## src/rtl/eth_pkg.sv

```systemverilog
// Shared Ethernet receive constants: framing bytes, CRC-32 parameters and
// the receive FSM state encoding.
package eth_pkg;

  localparam logic [7:0]  ETH_SFD       = 8'hD5;
  localparam logic [7:0]  ETH_PREAMBLE  = 8'h55;
  localparam logic [31:0] CRC32_POLY    = 32'hEDB88320;
  localparam logic [31:0] CRC32_INIT    = 32'hFFFFFFFF;
  localparam logic [31:0] CRC32_RESIDUE = 32'hDEBB20E3;

  typedef enum logic [1:0] {
    ST_IDLE,
    ST_PREAMBLE,
    ST_DATA,
    ST_DROP
  } rx_state_e;

endpackage

```

## src/rtl/eth_crc32.sv

```systemverilog
// Byte-wise reflected CRC-32 next-state logic (purely combinational).
// Only present when XMII_RX_CRC_EN is defined, so a default build carries
// no CRC logic at all.
`ifdef XMII_RX_CRC_EN
module eth_crc32
  import eth_pkg::*;
(
  input  logic [31:0] crc,
  input  logic [7:0]  data,
  output logic [31:0] crc_next
);

  // Bit-serial reflected update unrolled over one byte, LSB first
  always_comb begin
    crc_next = crc;
    for (int i = 0; i < 8; i++) begin
      if (crc_next[0] ^ data[i])
        crc_next = (crc_next >> 1) ^ CRC32_POLY;
      else
        crc_next = crc_next >> 1;
    end
  end

endmodule
`endif

```

## src/rtl/xmii_rx.sv

```systemverilog
// RMII/MII receive deframer: hunts the SFD, assembles bytes from DW-bit
// line symbols and streams them out with frame length and error status.
// Optional build macro: XMII_RX_CRC_EN adds FCS checking via eth_crc32.
//
// state       | meaning
// ------------+-----------------------------------------------------------
// ST_IDLE     | line quiet, waiting for crs_dv
// ST_PREAMBLE | shifting preamble symbols, looking for the SFD
// ST_DATA     | assembling bytes, one byte held back to mark the last one
// ST_DROP     | frame overran MAX_BYTES, discarding until crs_dv drops
module xmii_rx
  import eth_pkg::*;
#(
  parameter int DW        = 2,
  parameter int MAX_BYTES = 1522,
  parameter int MIN_BYTES = 64
) (
  input  logic          clk,
  input  logic          rst,
  input  logic          crs_dv,
  input  logic [DW-1:0] rx_d,
  input  logic          rx_er,
  output logic [7:0]    m_data,
  output logic          m_valid,
  output logic          m_last,
  output logic          m_err,
  output logic [15:0]   m_len
);

  localparam int         SYMS     = 8 / DW;
  localparam logic [1:0] SYM_LAST = 2'(SYMS - 1);

  rx_state_e     state;
  // Only the upper 8-DW bits of each shift window are stored; the newest
  // symbol is concatenated on top combinationally to form the full byte.
  logic [7-DW:0] pre_sr;
  logic [7-DW:0] acc;
  logic [1:0]    sym_cnt;
  logic [7:0]    hold_data;
  logic          hold_vld;
  logic          er_seen;
  logic [15:0]   len_cnt;

  logic [7:0]    pre_next;
  logic [7:0]    byte_next;
  logic [15:0]   len_inc;
  logic          partial;
  logic          too_short;
  logic          crc_bad;

  assign pre_next  = {rx_d, pre_sr};
  assign byte_next = {rx_d, acc};
  assign len_inc   = (len_cnt >= 16'(MAX_BYTES)) ? 16'(MAX_BYTES) : len_cnt + 16'd1;
  assign partial   = (sym_cnt != SYM_LAST);
  assign too_short = (len_inc < 16'(MIN_BYTES));
  assign m_len     = len_cnt;

`ifdef XMII_RX_CRC_EN
  logic [31:0] crc;
  logic [31:0] crc_next;

  eth_crc32 u_crc (
    .crc      (crc),
    .data     (byte_next),
    .crc_next (crc_next)
  );

  // Running CRC over every completed DATA byte, FCS included
  always_ff @(posedge clk) begin
    if (rst)
      crc <= CRC32_INIT;
    else if (state == ST_PREAMBLE)
      crc <= CRC32_INIT;
    else if (state == ST_DATA && crs_dv && sym_cnt == 2'd0)
      crc <= crc_next;
  end

  assign crc_bad = (crc != CRC32_RESIDUE);
`else
  assign crc_bad = 1'b0;
`endif

  // Receive FSM with registered stream outputs
  always_ff @(posedge clk) begin
    if (rst) begin
      state     <= ST_IDLE;
      pre_sr    <= '0;
      acc       <= '0;
      sym_cnt   <= SYM_LAST;
      hold_data <= '0;
      hold_vld  <= 1'b0;
      er_seen   <= 1'b0;
      len_cnt   <= '0;
      m_data    <= '0;
      m_valid   <= 1'b0;
      m_last    <= 1'b0;
      m_err     <= 1'b0;
    end else begin
      m_valid <= 1'b0;
      m_last  <= 1'b0;
      m_err   <= 1'b0;
      case (state)
        ST_IDLE: begin
          if (crs_dv) begin
            pre_sr <= pre_next[7:DW];
            state  <= ST_PREAMBLE;
          end else begin
            pre_sr <= '0;
          end
        end

        ST_PREAMBLE: begin
          if (!crs_dv) begin
            pre_sr <= '0;
            state  <= ST_IDLE;
          end else if (pre_next == ETH_SFD) begin
            pre_sr   <= '0;
            sym_cnt  <= SYM_LAST;
            hold_vld <= 1'b0;
            er_seen  <= 1'b0;
            len_cnt  <= '0;
            state    <= ST_DATA;
          end else begin
            pre_sr <= pre_next[7:DW];
          end
        end

        ST_DATA: begin
          if (!crs_dv) begin
            // Frame end: flush the held byte as the last one, if any byte ever completed
            if (hold_vld) begin
              m_valid <= 1'b1;
              m_last  <= 1'b1;
              m_data  <= hold_data;
              m_err   <= er_seen | partial | too_short | crc_bad;
              len_cnt <= len_inc;
            end
            hold_vld <= 1'b0;
            state    <= ST_IDLE;
          end else begin
            if (rx_er)
              er_seen <= 1'b1;
            acc <= byte_next[7:DW];
            if (sym_cnt == 2'd0) begin
              sym_cnt   <= SYM_LAST;
              hold_data <= byte_next;
              hold_vld  <= 1'b1;
              if (hold_vld) begin
                m_valid <= 1'b1;
                m_data  <= hold_data;
                len_cnt <= len_inc;
                // A byte beyond MAX_BYTES just completed: close the frame as bad
                if (len_cnt == 16'(MAX_BYTES - 1)) begin
                  m_last   <= 1'b1;
                  m_err    <= 1'b1;
                  hold_vld <= 1'b0;
                  state    <= ST_DROP;
                end
              end
            end else begin
              sym_cnt <= sym_cnt - 2'd1;
            end
          end
        end

        ST_DROP: begin
          if (!crs_dv)
            state <= ST_IDLE;
        end

        default: state <= ST_IDLE;
      endcase
    end
  end

endmodule

```

## config.mk

```make
export PLATFORM = sky130hd
export DESIGN_NAME = xmii_rx
export DESIGN_NICKNAME = d
export VERILOG_FILES = /design/src/rtl/eth_pkg.sv /design/src/rtl/eth_crc32.sv /design/src/rtl/xmii_rx.sv
export SDC_FILE = /design/constraint.sdc
export NUM_CORES = 1
export LEC_CHECK = 0
export CELL_PAD_IN_SITES_DETAIL_PLACEMENT = 1
export CELL_PAD_IN_SITES_GLOBAL_PLACEMENT = 2
export CORE_UTILIZATION = 35
export CTS_BUF_LIST = sky130_fd_sc_hd__clkbuf_16
export DETAILED_ROUTE_END_ITERATION = 7
export PLACE_DENSITY_LB_ADDON = 0.1
export SLEW_MARGIN = 20
export SYNTH_ARGS = -nofsm -noshare
export SYNTH_HDL_FRONTEND = slang
export SYNTH_SLANG_ARGS = --single-unit
```

## constraint.sdc

```tcl
create_clock -name clk -period 2.96 [get_ports clk]
set_input_delay 0.592 -clock clk [delete_from_list [all_inputs] [get_ports clk]]
set_output_delay 0.592 -clock clk [all_outputs]
set_load 0.05 [all_outputs]
```

==> qor.tcl, run 1 <==
set qor(drtAntennaViolNets) 0
set qor(timing.slew.headroom_pct) 66.1
set qor(timing.critical_path.to_type) {flop}
set qor(post-route-drc-count) 6
set qor(final.setup.tns_ns) 0
set qor(seq_area_frac_synth_pct) 44.5
set qor(floorplan.die.height_um) 84.5
set qor(synthToLayoutAreaGrowth_pct) 22.1
set qor(core_um2) 6460
set qor(worstHoldPathType) {flop to flop}
set qor(final_cell_area_um2) 2910
set qor(clock_path_buffers) 2
set qor(post_synth_inst_count) 274
set qor(numPortBuffers) 32
set qor(synth_async_sr_flop_share_pct) 0
set qor(power_switching_share_pct) 21.2
set qor(total_die_area_um2) 7140
set qor(numCtsBuffers) 5
set qor(max_incr_delay_on_cp_ns) 0.68
set qor(timing.critical_path.arrival_ns) 2.57
set qor(max_freq_mhz) 420
set qor(proportion_of_layout_cells_with_a_drive_suffix_above_1_pct) 7.62
set qor(failed_checks) {DRC}
set qor(post-route-worst-setup-slack_ns) 0.580
set qor(worst_pin_slew_ns) 0.507
set qor(total_routing_usage_gr_pct) 16.9
set qor(p_seq_share_pct) 54.5
set qor(timing.critical_path.required_ns) 3.15
set qor(ff2ff_setup_slack_ns) 0.68
set qor(max_capacitance_violation_total) 0
set qor(path_cells) {clkdlybuf4s50_1 > nand2b_1 > and3_1 > or2_1 > and2_1 > a311oi_1}
set qor(worst_setup_hold_path_clk_slew_ns) 0.07
set qor(dieWidth_um) 84.5
set qor(tritoncts_clock_tree) {built}
set qor(timing_max_transition_violations_final) 0
set qor(hold_fix_buffers_at_cts) 0
set qor(clock_skew_ns) 0.00472
set qor(power_frac_clock_pct) 42.8
set qor(detail_route.wl_per_cell_um) 15.5
set qor(largest_net_degree_at_the_start_of_global_routing) 28
set qor(finalSetupViolCount) 0
set qor(clockRootBuffer) {sky130_fd_sc_hd__clkbuf_16}
set qor(netlist-cell-type-count) 54
set qor(post-cts-setup-buffers) 0
set qor(fillCellCount) 777
set qor(postSynthAreaPerCell_um2) 8.69
set qor(cp_max_fo) 10
set qor(via_count_of_the_first_global_routing_pass) 1971
set qor(p_leak_nw) 1.12
set qor(p_sw_mw) 0.279
set qor(gp_congestion) 0.725
set qor(p_per_area_nw_per_um2) 453
set qor(yosys_warnings) 0
set qor(placementRows) 29
set qor(num_antenna_cells) 0
set qor(power.ir.vdd_worst_uv) 294
set qor(globalRouteOverflowTotal) 0
set qor(most_frequent_standard_cell_in_the_layout_excluding_fill_and_tap_cells) {sky130_fd_sc_hd__dfxtp_1}
set qor(totalWireLength_um) 5860
set qor(global_route_wire_length_before_repair_um) 9580
set qor(place_ws_ns) 0.304
set qor(timing.critical_path.slowest_stage_cell) {sky130_fd_sc_hd__clkdlybuf4s50_1}
set qor(critical_path_class) {input port to flop}
set qor(synth_area_um2) 2380
set qor(crit_path_start_kind) {input port}
set qor(prevailing_post_synth_register_cell) {sky130_fd_sc_hd__dfxtp_1}
set qor(antenna_found_initial) 0
set qor(synth.net_count) 285
set qor(final_cycle_utilization_of_the_critical_path_pct) 80.4
set qor(status) {complete, but fails checks}
set qor(cts.sink_count) 53
set qor(initial_core_util_pct) 36.9
set qor(layout.cells.most_common_list) {sky130_fd_sc_hd__dfxtp_1 (53), sky130_fd_sc_hd__nand2_1 (39), sky130_fd_sc_hd__clkdlybuf4s50_1 (32)}
set qor(finalHoldViolCount) 0
set qor(htree_num_levels) 2
set qor(power_frac_comb_pct) 2.8
set qor(post_cts_resize_count) 0
set qor(drt_pre_antenna_iters) 6
set qor(minimum_clock_period_ns) 2.38
set qor(drt_iter0_markers) 76
set qor(place_area_um2) 2770
set qor(vias) 2028
set qor(final_nets) 312
set qor(hpwlAfterDp_um) 4150
set qor(top_level_ports) 33
set qor(number_of_synthesized_flops_with_an_enable_pin) 0
set qor(clkLatencyLatePin_ns) 0.29
set qor(grt_setup_unrepaired) {no}
set qor(ys_ff_latch) 53
set qor(vias_per_cell) 5.35
set qor(intPower_mw) 1.04
==> final cells by class <==
| type | instances | area (um^2) | area share [%] |
|---|---|---|---|
| well taps | 77 | 96.3 | 3.31 |
| clock buffers | 5 | 125 | 4.30 |
| repair buffers | 39 | 373 | 12.8 |
| flip-flops and latches | 53 | 1060 | 36.5 |
| multi-input cells | 191 | 1190 | 41.1 |
| clock inverters | 3 | 17.5 | 0.602 |
| inverters | 11 | 41.3 | 1.42 |
==> Yosys cell counts, drive strengths merged, types with 2 or more instances <==
cell type | instances | area (um^2)
a311oi | 7 | 78.8
nand4 | 4 | 25.0
a22oi | 4 | 30.0
buf | 6 | 36.3
inv | 11 | 41.3
clkbuf | 13 | 48.8
nor3 | 3 | 15.0
nor2 | 22 | 85.1
or4 | 2 | 18.8
and3 | 11 | 68.8
or2 | 2 | 12.5
mux2i | 10 | 100
nand2b | 3 | 18.8
nand2 | 39 | 146
nor4 | 2 | 18.8
and4 | 4 | 35.0
ha | 5 | 62.6
and2 | 3 | 18.8
a21oi | 24 | 120
nand3 | 14 | 70.1
a221oi | 2 | 17.5
nor2b | 2 | 12.5
o21ai | 5 | 25.0
dfxtp | 53 | 1060
==> stage by stage <==
stage	cells	power [mW]	hold slack, ns	util (%)
finish	379	1.32	0.454	45.0
floorplan	274	0.754	0.432	-
CTS	379	1.34	0.458	45.0
detailed placement	371	0.770	0.447	42.8
global route	379	1.36	0.468	45.0
global placement	371	0.770	0.443	42.8
==> sequential cells by signal, summed over array words and instances (netlist names) <==
register,cells
m_err,1
hold_data,8
er_seen,1
acc,6
pre_sr,6
m_valid,1
sym_cnt,2
hold_vld,1
m_data,8
state,2
m_last,1
m_len,16
==> cells by family after synthesis <==
family | Yosys count | share of synthesized area (%)
buffers and inverters | 30 | 5.30
and+or+nand+nor | 118 | 25.5
adders and majority gates | 5 | 2.63
DFF | 53 | 44.5
AOI/OAI and AO/OA | 56 | 17.1
xor gates and xnor gates | 2 | 0.735
muxes | 10 | 4.20
==> path summary, 6_finish.rpt <==
path | startpoint | endpoint | cells past startpoint
worst max-delay path | crs_dv | m_len[8] | 6
worst min-delay path | acc[1] | hold_data[1] | 2
worst max register to register | m_len[0] | m_len[9] | 8
worst min register to register | acc[1] | hold_data[1] | 2
==> metal layers <==
metal,up-vias,global-route usage [%],wire length (um)
met1,971,23.0,2950
met3,7,2.95,145
met4,0,6.01,80
met5,-,0,0
met2,23,27.1,2680
li1,1027,-,-
==> power groups by stage <==
| stage | sequential [mW] | clock [mW] | combinational, mW |
|---|---|---|---|
| CTS | 0.717 | 0.585 | 0.0367 |
| finish | 0.718 | 0.563 | 0.0367 |
| global route | 0.717 | 0.606 | 0.0403 |
| detailed placement | 0.734 | 0 | 0.0365 |
| floorplan | 0.733 | 0 | 0.0207 |
| global placement | 0.734 | 0 | 0.0366 |
==> critical path: cells and delay by family <==
kind | cells | cell delay (ns)
AOI/OAI and AO/OA | 1 | 0.29
buffers and inverters | 1 | 0.68
and+or+nand+nor | 4 | 1.00
No activity file was read; power rests on OpenSTA's default activity.
==> inputs of run 2 (changes only) <==
Settings changed: CORE_UTILIZATION 35 to 29.
Clock period 2.96 ns to 2.15 ns, I/O delays scaled along.
==> qor.tcl, run 2 (synthesized netlist as in run 1, its figures left out) <==
set qor(drt_pre_antenna_iters) 4
set qor(clock_path_buffers) 2
set qor(vias) 2129
set qor(post-cts-setup-buffers) 0
set qor(ff2ff_setup_slack_ns) 0.15
set qor(place_area_um2) 2960
set qor(vias_per_cell) 5.02
set qor(p_per_area_nw_per_um2) 598
set qor(rr_startpoint) {m_len[0]}
set qor(post-place-cells) 416
set qor(post-route-worst-setup-slack_ns) 0.0858
set qor(place_ws_ns) -0.0914
set qor(top_level_ports) 33
set qor(timing.critical_path.to_type) {primary output}
set qor(largest_net_degree_at_the_start_of_global_routing) 30
set qor(hpwlAfterDp_um) 4660
set qor(gp_congestion) 0.744
set qor(cp_max_fo) 7
set qor(layout.cells.most_common_list) {sky130_fd_sc_hd__dfxtp_1 (52), sky130_fd_sc_hd__nand2_1 (39), sky130_fd_sc_hd__clkdlybuf4s50_1 (29)}
set qor(placementRows) 32
set qor(total_die_area_um2) 8580
set qor(via_count_of_the_first_global_routing_pass) 2106
set qor(max_incr_delay_on_cp_ns) 0.81
set qor(final_nets) 332
set qor(core_um2) 7850
set qor(final_cell_area_um2) 3120
set qor(timing.critical_path.slowest_stage_cell) {sky130_fd_sc_hd__clkdlybuf4s50_1}
set qor(global_route_wire_length_before_repair_um) 10900
set qor(final.setup.tns_ns) 0
set qor(whs_path_depth) 2
set qor(crit_path_start_kind) {flop}
set qor(globalRouteOverflowTotal) 0
set qor(timing.critical_path.arrival_ns) 1.63
set qor(worst-path-stages) 2
set qor(grt_setup_unrepaired) {no}
set qor(fin_cells) 424
set qor(path_cells) {buf_4 > clkdlybuf4s50_1}
set qor(final_cycle_utilization_of_the_critical_path_pct) 96.0
set qor(max_capacitance_violation_total) 0
set qor(clockRootBuffer) {sky130_fd_sc_hd__clkbuf_16}
set qor(clock_skew_ns) 0.00376
set qor(post-route-drc-count) 0
set qor(rr_endpoint) {m_len[9]}
set qor(worstHoldStart) {hold_data[5]}
set qor(drtAntennaViolNets) 0
set qor(detail_route.wl_per_cell_um) 15.2
set qor(initial_core_util_pct) 30.4
set qor(status) {finished, final reports clean}
set qor(clkLatencyLatePin_ns) 0.29
set qor(floorplan.die.height_um) 92.6
set qor(reg2regPathDepth) 8
set qor(p_leak_nw) 1.29
set qor(dieWidth_um) 92.6
set qor(final_core_utilization_pct) 39.8
set qor(proportion_of_layout_cells_with_a_drive_suffix_above_1_pct) 14.0
set qor(post_cts_resize_count) 0
set qor(totalWireLength_um) 6430
set qor(timing.slew.headroom_pct) 66.6
set qor(worstHoldPathType) {flop to flop}
set qor(worst_setup_hold_path_clk_slew_ns) 0.07
set qor(synthToLayoutAreaGrowth_pct) 31.1
set qor(most_frequent_standard_cell_in_the_layout_excluding_fill_and_tap_cells) {sky130_fd_sc_hd__dfxtp_1}
set qor(cts.sink_count) 53
set qor(finalHoldViolCount) 0
set qor(worst-path-buf-inv) 2
set qor(worst_path_dominant_cell_family) {buffers and inverters}
set qor(multi_input_comb_area_um2) 1200
set qor(hold_slack_ns) 0.459
set qor(power.ir.vdd_worst_uv) 333
set qor(numPortBuffers) 32
set qor(timing.critical_path.required_ns) 1.72
set qor(total_power_mw) 1.87
set qor(fillCellCount) 935
set qor(antenna_found_initial) 0
set qor(largest_register_ff_count) 16
set qor(timing_max_transition_violations_final) 0
set qor(layout.area.seq_um2) 1060
set qor(worst_hold_path.endpoint) {hold_data[5]}
set qor(critical_path_class) {flop to primary output}
set qor(max_freq_mhz) 484
set qor(total_routing_usage_gr_pct) 16.3
set qor(finalSetupViolCount) 0
set qor(tritoncts_clock_tree) {built}
set qor(drt_iter0_markers) 79
set qor(hold_fix_buffers_at_cts) 0
set qor(worst_pin_slew_ns) 0.500
set qor(numCtsBuffers) 5
set qor(htree_num_levels) 2
set qor(num_antenna_cells) 0
set qor(minimum_clock_period_ns) 2.06
==> run 2: changes by cell type in the layout (fill, tap and decap cells not counted), sizes merged <==
cell | before | now
buf | 7 | 27
clkdlybuf4s50 | 32 | 29
clkinv | 2 | 0
dlymetal6s2s | 0 | 3
inv | 11 | 13
==> run 2: layout make-up <==
cell class	instances	area share, %
Multi-Input combinational cell	191	38.3
Sequential cell	53	34.1
Timing Repair Buffer	59	17.4
Tap cell	102	4.08
Clock buffer	5	4.00
Inverter	11	1.32
Clock inverter	3	0.801
==> run 2: power breakdown <==
group / switching [mW] / leakage (nW) / internal (mW)
sequential: 0.00376 / 0.428 / 0.983
combinational: 0.0340 / 0.789 / 0.0227
clock: 0.385 / 0.0723 / 0.441
total: 0.423 / 1.29 / 1.45
==> run 2: how the worst max path moves through the flow <==
stage / startpoint / endpoint / slack [ns]
2_1_floorplan: m_len[1] / m_len[8] / 0.03
4_1_cts: m_len[9] / m_len[9] / 0.04
6_report: m_len[3] / m_len[3] / 0.09
5_1_grt: m_len[0] / m_len[9] / 0.02
3_5_place_dp: crs_dv / m_len[4] / -0.09
3_3_place_gp: rx_d[1] / m_len[4] / -0.05
==> run 2: routing by layer <==
metal  vias up  GRT usage, %  share of wire (%)  wire (um)
met2        19          24.7                 45       2900
met4         0          4.36               0.79         51
met3         4          2.96                2.2        139
li1       1066             -                  -          -
met5         -             0                  0          0
met1      1040          23.5                 52       3340
==> run 2: worst register-to-register path: stages (launching register included) <==
cell and delay, ns:
sky130_fd_sc_hd__dfxtp_4 0.34, sky130_fd_sc_hd__inv_1 0.06, sky130_fd_sc_hd__ha_1 0.19, sky130_fd_sc_hd__or4_4 0.43
sky130_fd_sc_hd__a311oi_4 0.31, sky130_fd_sc_hd__buf_12 0.18, sky130_fd_sc_hd__and4_4 0.25, sky130_fd_sc_hd__nand2_1 0.05
sky130_fd_sc_hd__a21oi_1 0.13
